===== src/rtl/uart_param_rx.sv =====
// Parametrised UART receiver: configurable data width, parity and stop bits, error flags and a sticky holding register.
// Optional feature macro: UART_RX_MAJORITY_EN (2-of-3 majority vote around the bit centre).
module uart_param_rx #(
    parameter int clock_freq  = 100_000_000,
    parameter int baud_rate   = 115200,
    parameter int data_bits   = 8,
    parameter int parity_mode = 0,
    parameter int stop_bits   = 1
) (
    input  logic                 clk,
    input  logic                 rst,
    input  logic                 rx,
    input  logic                 clr,
    output logic [data_bits-1:0] data,
    output logic                 data_rec,
    output logic                 parity_err,
    output logic                 frame_err,
    output logic                 overrun_err,
    output logic [2:0]           o_dbg_state
);

    localparam int BAUD_LIMIT = clock_freq / baud_rate;
    localparam int CNT_W      = $clog2(BAUD_LIMIT);
    localparam int HALF       = BAUD_LIMIT / 2;
`ifdef UART_RX_MAJORITY_EN
    localparam int TICK       = HALF + 1;
`else
    localparam int TICK       = HALF;
`endif

    localparam logic [CNT_W-1:0] CNT_MAX   = CNT_W'(BAUD_LIMIT - 1);
    localparam logic [CNT_W-1:0] CNT_TICK  = CNT_W'(TICK);
    localparam logic [3:0]       BIT_LAST  = 4'(data_bits - 1);
    localparam logic             STOP_LAST = 1'(stop_bits - 1);

    typedef enum logic [2:0] {
        S_IDLE   = 3'd0,
        S_START  = 3'd1,
        S_DATA   = 3'd2,
        S_PARITY = 3'd3,
        S_STOP   = 3'd4
    } state_t;

    state_t               r_state;
    state_t               w_state_nxt;

    logic [1:0]           r_sync;
    logic [1:0]           r_fill;
    logic                 r_armed;
    logic                 w_rx_s;

    logic [CNT_W-1:0]     r_cnt;
    logic                 w_tick;
    logic                 w_bit;

    logic [data_bits-1:0] r_shift;
    logic [3:0]           r_bit_cnt;
    logic                 r_stop_cnt;
    logic                 r_par_err;
    logic                 r_frm_err;
    logic                 w_par_exp;

    logic                 w_shift;
    logic                 w_par_cap;
    logic                 w_stop_smp;
    logic                 w_commit;

    // r_fill marks when the synchroniser holds real pin samples again after reset;
    // r_armed requires the line to be seen high before a start edge is honoured.
    always_ff @(posedge clk) begin
        if (rst) begin
            r_sync  <= 2'b11;
            r_fill  <= 2'b00;
            r_armed <= 1'b0;
        end else begin
            r_sync <= {r_sync[0], rx};
            r_fill <= {r_fill[0], 1'b1};
            if (r_fill[1] && w_rx_s) begin
                r_armed <= 1'b1;
            end
        end
    end

    assign w_rx_s = r_sync[1];

    always_ff @(posedge clk) begin
        if (rst || r_state == S_IDLE) begin
            r_cnt <= '0;
        end else if (r_cnt == CNT_MAX) begin
            r_cnt <= '0;
        end else begin
            r_cnt <= r_cnt + CNT_W'(1);
        end
    end

    assign w_tick = (r_cnt == CNT_TICK);

`ifdef UART_RX_MAJORITY_EN
    localparam logic [CNT_W-1:0] CNT_SMP_A = CNT_W'(HALF - 1);
    localparam logic [CNT_W-1:0] CNT_SMP_B = CNT_W'(HALF);

    logic r_smp_a;
    logic r_smp_b;

    always_ff @(posedge clk) begin
        if (rst) begin
            r_smp_a <= 1'b1;
            r_smp_b <= 1'b1;
        end else begin
            if (r_cnt == CNT_SMP_A) begin
                r_smp_a <= w_rx_s;
            end
            if (r_cnt == CNT_SMP_B) begin
                r_smp_b <= w_rx_s;
            end
        end
    end

    // Third vote is the live sample at the decision point.
    assign w_bit = (r_smp_a & r_smp_b) | (r_smp_a & w_rx_s) | (r_smp_b & w_rx_s);
`else
    assign w_bit = w_rx_s;
`endif

    always_ff @(posedge clk) begin
        if (rst) begin
            r_state <= S_IDLE;
        end else begin
            r_state <= w_state_nxt;
        end
    end

    always_comb begin
        w_state_nxt = r_state;
        w_shift     = 1'b0;
        w_par_cap   = 1'b0;
        w_stop_smp  = 1'b0;
        w_commit    = 1'b0;
        case (r_state)
            S_IDLE: begin
                if (r_armed && !w_rx_s) begin
                    w_state_nxt = S_START;
                end
            end
            S_START: begin
                if (w_tick) begin
                    w_state_nxt = w_bit ? S_IDLE : S_DATA;
                end
            end
            S_DATA: begin
                if (w_tick) begin
                    w_shift = 1'b1;
                    if (r_bit_cnt == BIT_LAST) begin
                        w_state_nxt = (parity_mode != 0) ? S_PARITY : S_STOP;
                    end
                end
            end
            S_PARITY: begin
                if (w_tick) begin
                    w_par_cap   = 1'b1;
                    w_state_nxt = S_STOP;
                end
            end
            S_STOP: begin
                if (w_tick) begin
                    w_stop_smp = 1'b1;
                    if (r_stop_cnt == STOP_LAST) begin
                        w_commit    = 1'b1;
                        w_state_nxt = S_IDLE;
                    end
                end
            end
            default: begin
                w_state_nxt = S_IDLE;
            end
        endcase
    end

    assign w_par_exp = (parity_mode == 1) ? ~(^r_shift) : (^r_shift);

    always_ff @(posedge clk) begin
        if (rst) begin
            r_shift    <= '1;
            r_bit_cnt  <= '0;
            r_stop_cnt <= 1'b0;
            r_par_err  <= 1'b0;
            r_frm_err  <= 1'b0;
        end else begin
            if (r_state != S_DATA) begin
                r_bit_cnt <= '0;
            end else if (w_shift) begin
                r_bit_cnt <= r_bit_cnt + 4'd1;
            end

            if (w_shift) begin
                r_shift <= {w_bit, r_shift[data_bits-1:1]};
            end

            if (r_state != S_STOP) begin
                r_stop_cnt <= 1'b0;
            end else if (w_stop_smp) begin
                r_stop_cnt <= r_stop_cnt + 1'b1;
            end

            if (r_state == S_IDLE) begin
                r_par_err <= 1'b0;
                r_frm_err <= 1'b0;
            end else begin
                if (w_par_cap) begin
                    r_par_err <= (w_bit != w_par_exp);
                end
                if (w_stop_smp && !w_bit) begin
                    r_frm_err <= 1'b1;
                end
            end
        end
    end

    // A commit beats a simultaneous clr for the per-word flags; clr still drops overrun.
    always_ff @(posedge clk) begin
        if (rst) begin
            data        <= '1;
            data_rec    <= 1'b0;
            parity_err  <= 1'b0;
            frame_err   <= 1'b0;
            overrun_err <= 1'b0;
        end else if (w_commit) begin
            data        <= r_shift;
            data_rec    <= 1'b1;
            parity_err  <= r_par_err;
            frame_err   <= r_frm_err | ~w_bit;
            overrun_err <= clr ? 1'b0 : (overrun_err | data_rec);
        end else if (clr) begin
            data_rec    <= 1'b0;
            parity_err  <= 1'b0;
            frame_err   <= 1'b0;
            overrun_err <= 1'b0;
        end
    end

    assign o_dbg_state = r_state;

endmodule


===== config.mk =====
export PLATFORM = sky130hd
export DESIGN_NAME = uart_param_rx
export DESIGN_NICKNAME = d
export VERILOG_FILES = /design/src/rtl/uart_param_rx.sv
export SDC_FILE = /design/constraint.sdc
export NUM_CORES = 1
export LEC_CHECK = 0
export ABC_CLOCK_PERIOD_IN_PS = 1700
export BUFFER_PORTS_ARGS = -buffer_cell sky130_fd_sc_hd__buf_2
export CORE_MARGIN = 4
export CORE_UTILIZATION = 42
export DETAILED_ROUTE_END_ITERATION = 8
export PLACE_DENSITY_LB_ADDON = 0.12
export SLEW_MARGIN = 20
export SYNTH_ARGS = -nofsm -noshare
export SYNTH_HDL_FRONTEND = slang
export SYNTH_SLANG_ARGS = --single-unit

===== constraint.sdc =====
create_clock -name clk -period 1.7 [get_ports clk]
set_input_delay 0.34 -clock clk [delete_from_list [all_inputs] [get_ports clk]]
set_output_delay 0.34 -clock clk [all_outputs]
set_load 0.01 [all_outputs]

==> After elaboration in Yosys (flattened, before gate mapping) <==
Cells that the tools add are included.
{ "totals": {"register_bits": 45, "in_bits": 4, "out_inout_bits": 15, "elab_cells": 75} }
{ "classes": {"add_sub_neg": 3, "eq_ne": 17, "muxes": 23, "n_bitwise": 3, "reduce_logical": 13} }
{ "ops": {"columns": ["op", "count"], "rows": [
  ["3-bit 2-to-1 mux", 7],
  ["3-bit one-hot mux with 5 select lines", 1],
  ["1-bit 2-to-1 mux", 14],
  ["2-bit != test (second input constant)", 7],
  ["10-bit by 1-bit adder with 10-bit output (second input constant)", 1],
  ["10-bit == test (second input constant)", 1],
  ["10-bit by 9-bit == test with 1-bit output (second input constant)", 1],
  ["2-bit OR reduction", 4],
  ["8-bit parity", 1],
  ["7-bit AND reduction", 1],
  ["3-bit by 2-bit == test with 1-bit output (second input constant)", 2],
  ["4-bit by 1-bit adder with 4-bit output (second input constant)", 1],
  ["4-bit by 3-bit == test with 1-bit output (second input constant)", 1],
  ["3-bit by 1-bit == test with 1-bit output (second input constant)", 1],
  ["3-bit == test (second input constant)", 1],
  ["1-bit logical AND", 3],
  ["3-bit zero test", 1],
  ["3-bit by 2-bit != test with 1-bit output (second input constant)", 1],
  ["3-bit != test (second input constant)", 1],
  ["2-bit 2-to-1 mux", 1],
  ["1-bit bitwise OR", 2],
  ["2-bit nonzero test", 1],
  ["1-bit adder (second input constant)", 1],
  ["1-bit zero test", 1],
  ["other kinds (3)", 3]
]} }

==> Depth between registers and ports, before layout <==
{ "logic_depth": {"word_depth": 4, "depth_mapped": 7, "mapped_depth_nobuf": 6} }

==> Least setup slack after synthesis <==
No wires, ideal clock.
{ "synth_path": {"kind": "reg2reg", "startpoint": "register r_state[2], in the netlist o_dbg_state[2]", "endpoint": "register data[0]", "setup_time_ps": 129, "arrival_ps": 1678, "required_time_ps": 1571, "path_slack_ps": -107, "path_stages_with_launch": 7, "path_buffers": 2, "synth_period_minus_slack_ps": 1807, "cell_sequence": "dfxtp_1 buf_2 or4b_4 nor4_4 buf_6 mux2i_1 nand2_1"} }
{ "synth_via": {"elab_chain_len": 2} }
{ "synth_rtl": {"columns": ["element", "line", "rtl"], "rows": [
  ["start, declared", "44", "state_t r_state;"],
  ["start signal, assigned", "129", "r_state <= w_state_nxt;"],
  ["3-bit == test", "139", "case (r_state)"],
  ["1-bit 2-to-1 mux", "139", null],
  ["end signal, assigned", "228", "data <= r_shift;"],
  ["end, declared", "14", "output logic [data_bits-1:0] data,"]
]} }
Every way passes these cells.
A chain may end at the register's enable or synchronous reset.

==> Worst setup path after layout <==
{ "layout_path": {"startpoint": "register r_stop_cnt", "endpoint": "register data[4]"} }
{ "layout_via": {"elab_chain_len": 3} }
{ "layout_rtl": {"columns": ["element", "line", "rtl"], "rows": [
  ["start, declared", "58", "logic r_stop_cnt;"],
  ["start signal, assigned", "202", "r_stop_cnt <= r_stop_cnt + 1'b1;"],
  ["1-bit 2-to-1 mux", "167", "if (r_stop_cnt == STOP_LAST) begin"],
  ["1-bit 2-to-1 mux", "165", "if (w_tick) begin"],
  ["1-bit 2-to-1 mux", "139", null]
]} }
Every way passes these cells.

==> flow_summary.ini <==
[run_status]
status = finished with violations
violations = negative setup slack

[setup_path]
cp-end-kind = register
worstPathArrival_ns = 1.89
path_class = reg -> reg
critical_path_required_ns = 1.89
cp_max_fo = 7
cp-start-kind = register

[place]
dpl_cell_area_mm2 = 0.00217
portBuffers = 18
dp.cells = 289
hpwl_mm = 2.62
gp_congestion = 0.812

[cells_and_area]
syn2layout_area_growth_pct = 26.5
finalInstanceArea_mm2 = 0.00241
final_cell_mix = 40 x dfxtp_1, 32 x nand2_1, 20 x nor2_1, 20 x buf_4, 19 x buf_2
num_antenna_cells = 0
fin_cells = 303
final_common_cell = dfxtp_1
fillers = 382
layout-drive-gt1-share_pct = 26.3
nets = 257

[route]
first_pass_iters = 4
via_per_inst = 5.05
wl_per_cell_um = 12.6
routed_wl_mm = 3.81
vias = 1530
ant_nets = 0
post-route-drc-count = 0
drtIter0Drc = 76

[power_and_ir_drop]
p_total_mw = 2.06
swShare_pct = 19.1
power.internal_mw = 1.67
p_sw_mw = 0.394
p_clk_share_pct = 46.6
pwr-share-comb_pct = 1.8
pwr-share-seq_pct = 51.6
powerDensity_mw_per_mm2 = 856
p_leak_nw = 0.952
ir_drop_mv = 0.427

[grt]
overflow = 0
top_usage_layer = met2
antenna_found_initial = 0
gr-usage-met2_pct = 21.7
grt_pass1_wl_mm = 6.02
groute.usage.overall_pct = 14.0
grt_pass1_vias = 1303
met1_usage_pct = 18.7
met3_usage_pct = 3.17
grt_max_degree = 17

[sta]
worst_clock_skew_ns = 0.00689
worst_pin_slew_ns = 0.327
finalHoldViolations = 0
fin_ws_ns = -0.00680
slew_violations = 0
max_freq_ghz = 0.586
period_share_pct = 100
slew_headroom_pct = 78.1
rsz0062_at_grt = true
finalCriticalPeriod_ns = 1.71
finalSetupViolations = 2

[clock_tree]
clk_pin_slew_worst_paths_ns = 0.09
cts_hold_buf = 0
h-tree-depth = 2
clkSinkCount = 45
cts_made_buffers = 5
clock_path_buffers = 2
clk_latency_ns = 0.30
root_buffer = clkbuf_8
cts_tree = yes

[die]
start_util_pct = 43.7
core_mm2 = 0.00435
ios = 19
rows = 24
dieArea_mm2 = 0.00567
die_w_um = 75.3
die_y_um = 75.3

[logic_synthesis]
ys.flop_type = dfxtp_1
yosysWarningCount = 0
synth_edf_count = 0
seq_area_frac_synth_pct = 47.4
avgSynthCellArea_um2 = 9.10
ys_types = 43
async_flop_share_pct = 0
synthCells = 209
synth_nets = 216
synth-seq-cells = 45
syn_area_mm2 = 0.00190

[job]
cap_violations = 0

[hold_path]
hp-class = in -> reg
==> power groups by stage <==
stage / logic, mW / registers [mW] / clock network, mW
after floorplan: 0.0210 / 1.09 / 0
after global placement: 0.0367 / 1.09 / 0
after detailed placement: 0.0365 / 1.09 / 0
after CTS: 0.0371 / 1.06 / 0.988
after global routing: 0.0405 / 1.06 / 1.03
final: 0.0364 / 1.06 / 0.960
==> path summary, 6_finish.rpt <==
kind	start	end	slack, ns	depth (start not counted)
hold / removal	clr	overrun_err	0.22	2
setup / recovery	r_stop_cnt	data[4]	-0.007	6
hold reg to reg	r_sync[0]	r_sync[1]	0.42	1
setup reg to reg	r_stop_cnt	data[4]	-0.007	6
==> cells by family after synthesis <==
kind of cell / after synthesis / share of synthesized area (%)
muxes: 9 / 4.74
and+or+nand+nor: 104 / 28.9
adders and majority gates: 3 / 1.97
buffers and inverters: 14 / 3.35
xor gates and xnor gates: 16 / 8.09
DFF: 45 / 47.4
AOI/OAI and AO/OA: 18 / 5.59
==> per-layer routing <==
metal,part of all wire [%],vias to the layer above
li1,-,798
met1,47,691
met2,48,37
met3,4.9,4
met4,0.58,0
met5,0,-
==> metrics by stage <==
stage	util [%]	TNS [ns]	worst slack, ns	hold WS [ns]
final	55.3	-0.0102	-0.00680	0.219
after global routing	55.3	-0.803	-0.0979	0.205
after detailed placement	49.7	0	0.0167	0.401
after CTS	53.0	0	0.00161	0.206
after global placement	49.7	0	0.0410	0.391
after floorplan	-	-0.274	-0.0391	0.389
==> flip-flops by register name, summed over array words and instances, names as in the netlist, 2 cells and up <==
signal	count
r_bit_cnt	4
r_shift	8
r_cnt	10
data	8
r_sync	2
r_fill	2
o_dbg_state	3
==> synth_stat cells (2+ instances only) <==
cell / count / area [µm²]
nand3_1: 14 / 70.1
xor2_1: 3 / 26.3
inv_1: 6 / 22.5
clkbuf_1: 3 / 11.3
xnor2_1: 12 / 105
nor3b_1: 2 / 15.0
or2_2: 2 / 12.5
o21ai_0: 4 / 20.0
ha_1: 3 / 37.5
or3_1: 2 / 12.5
dfxtp_1: 45 / 901
nand3b_1: 5 / 37.5
a21oi_1: 7 / 35.0
nor4_1: 3 / 18.8
nor2_1: 20 / 75.1
nand4_1: 2 / 12.5
nor3_1: 8 / 40.0
nor4bb_1: 2 / 20.0
mux2i_1: 9 / 90.1
buf_2: 3 / 15.0
nand2_1: 32 / 120
==> area by class of cell <==
cell class	instances	area, µm²	area share, %
clock buffers	5	68.8	2.86
flip-flops and latches	45	907	37.7
clock inverters	3	68.8	2.86
multi-input cells	150	972	40.4
repair buffers	42	302	12.5
well taps	52	65.1	2.70
inverters	6	22.5	0.936
==> worst max-delay path, cell delays in order, from the launching register on <==
cell     delay [ns]
dfxtp_2        0.34
or4b_4         0.54
nor4_4         0.14
buf_4          0.19
buf_12         0.13
mux2i_1        0.19
nand2_1        0.07
==> timing repair <==
item | in CTS | in global routing
gates cloned | 0 | 2
buffers inserted | 0 | 4
setup endpoints to repair | 1 | 18
gates resized for setup | 1 | 10
pin swaps | 0 | 5
Note: power is estimated with default switching activity, not from simulation.
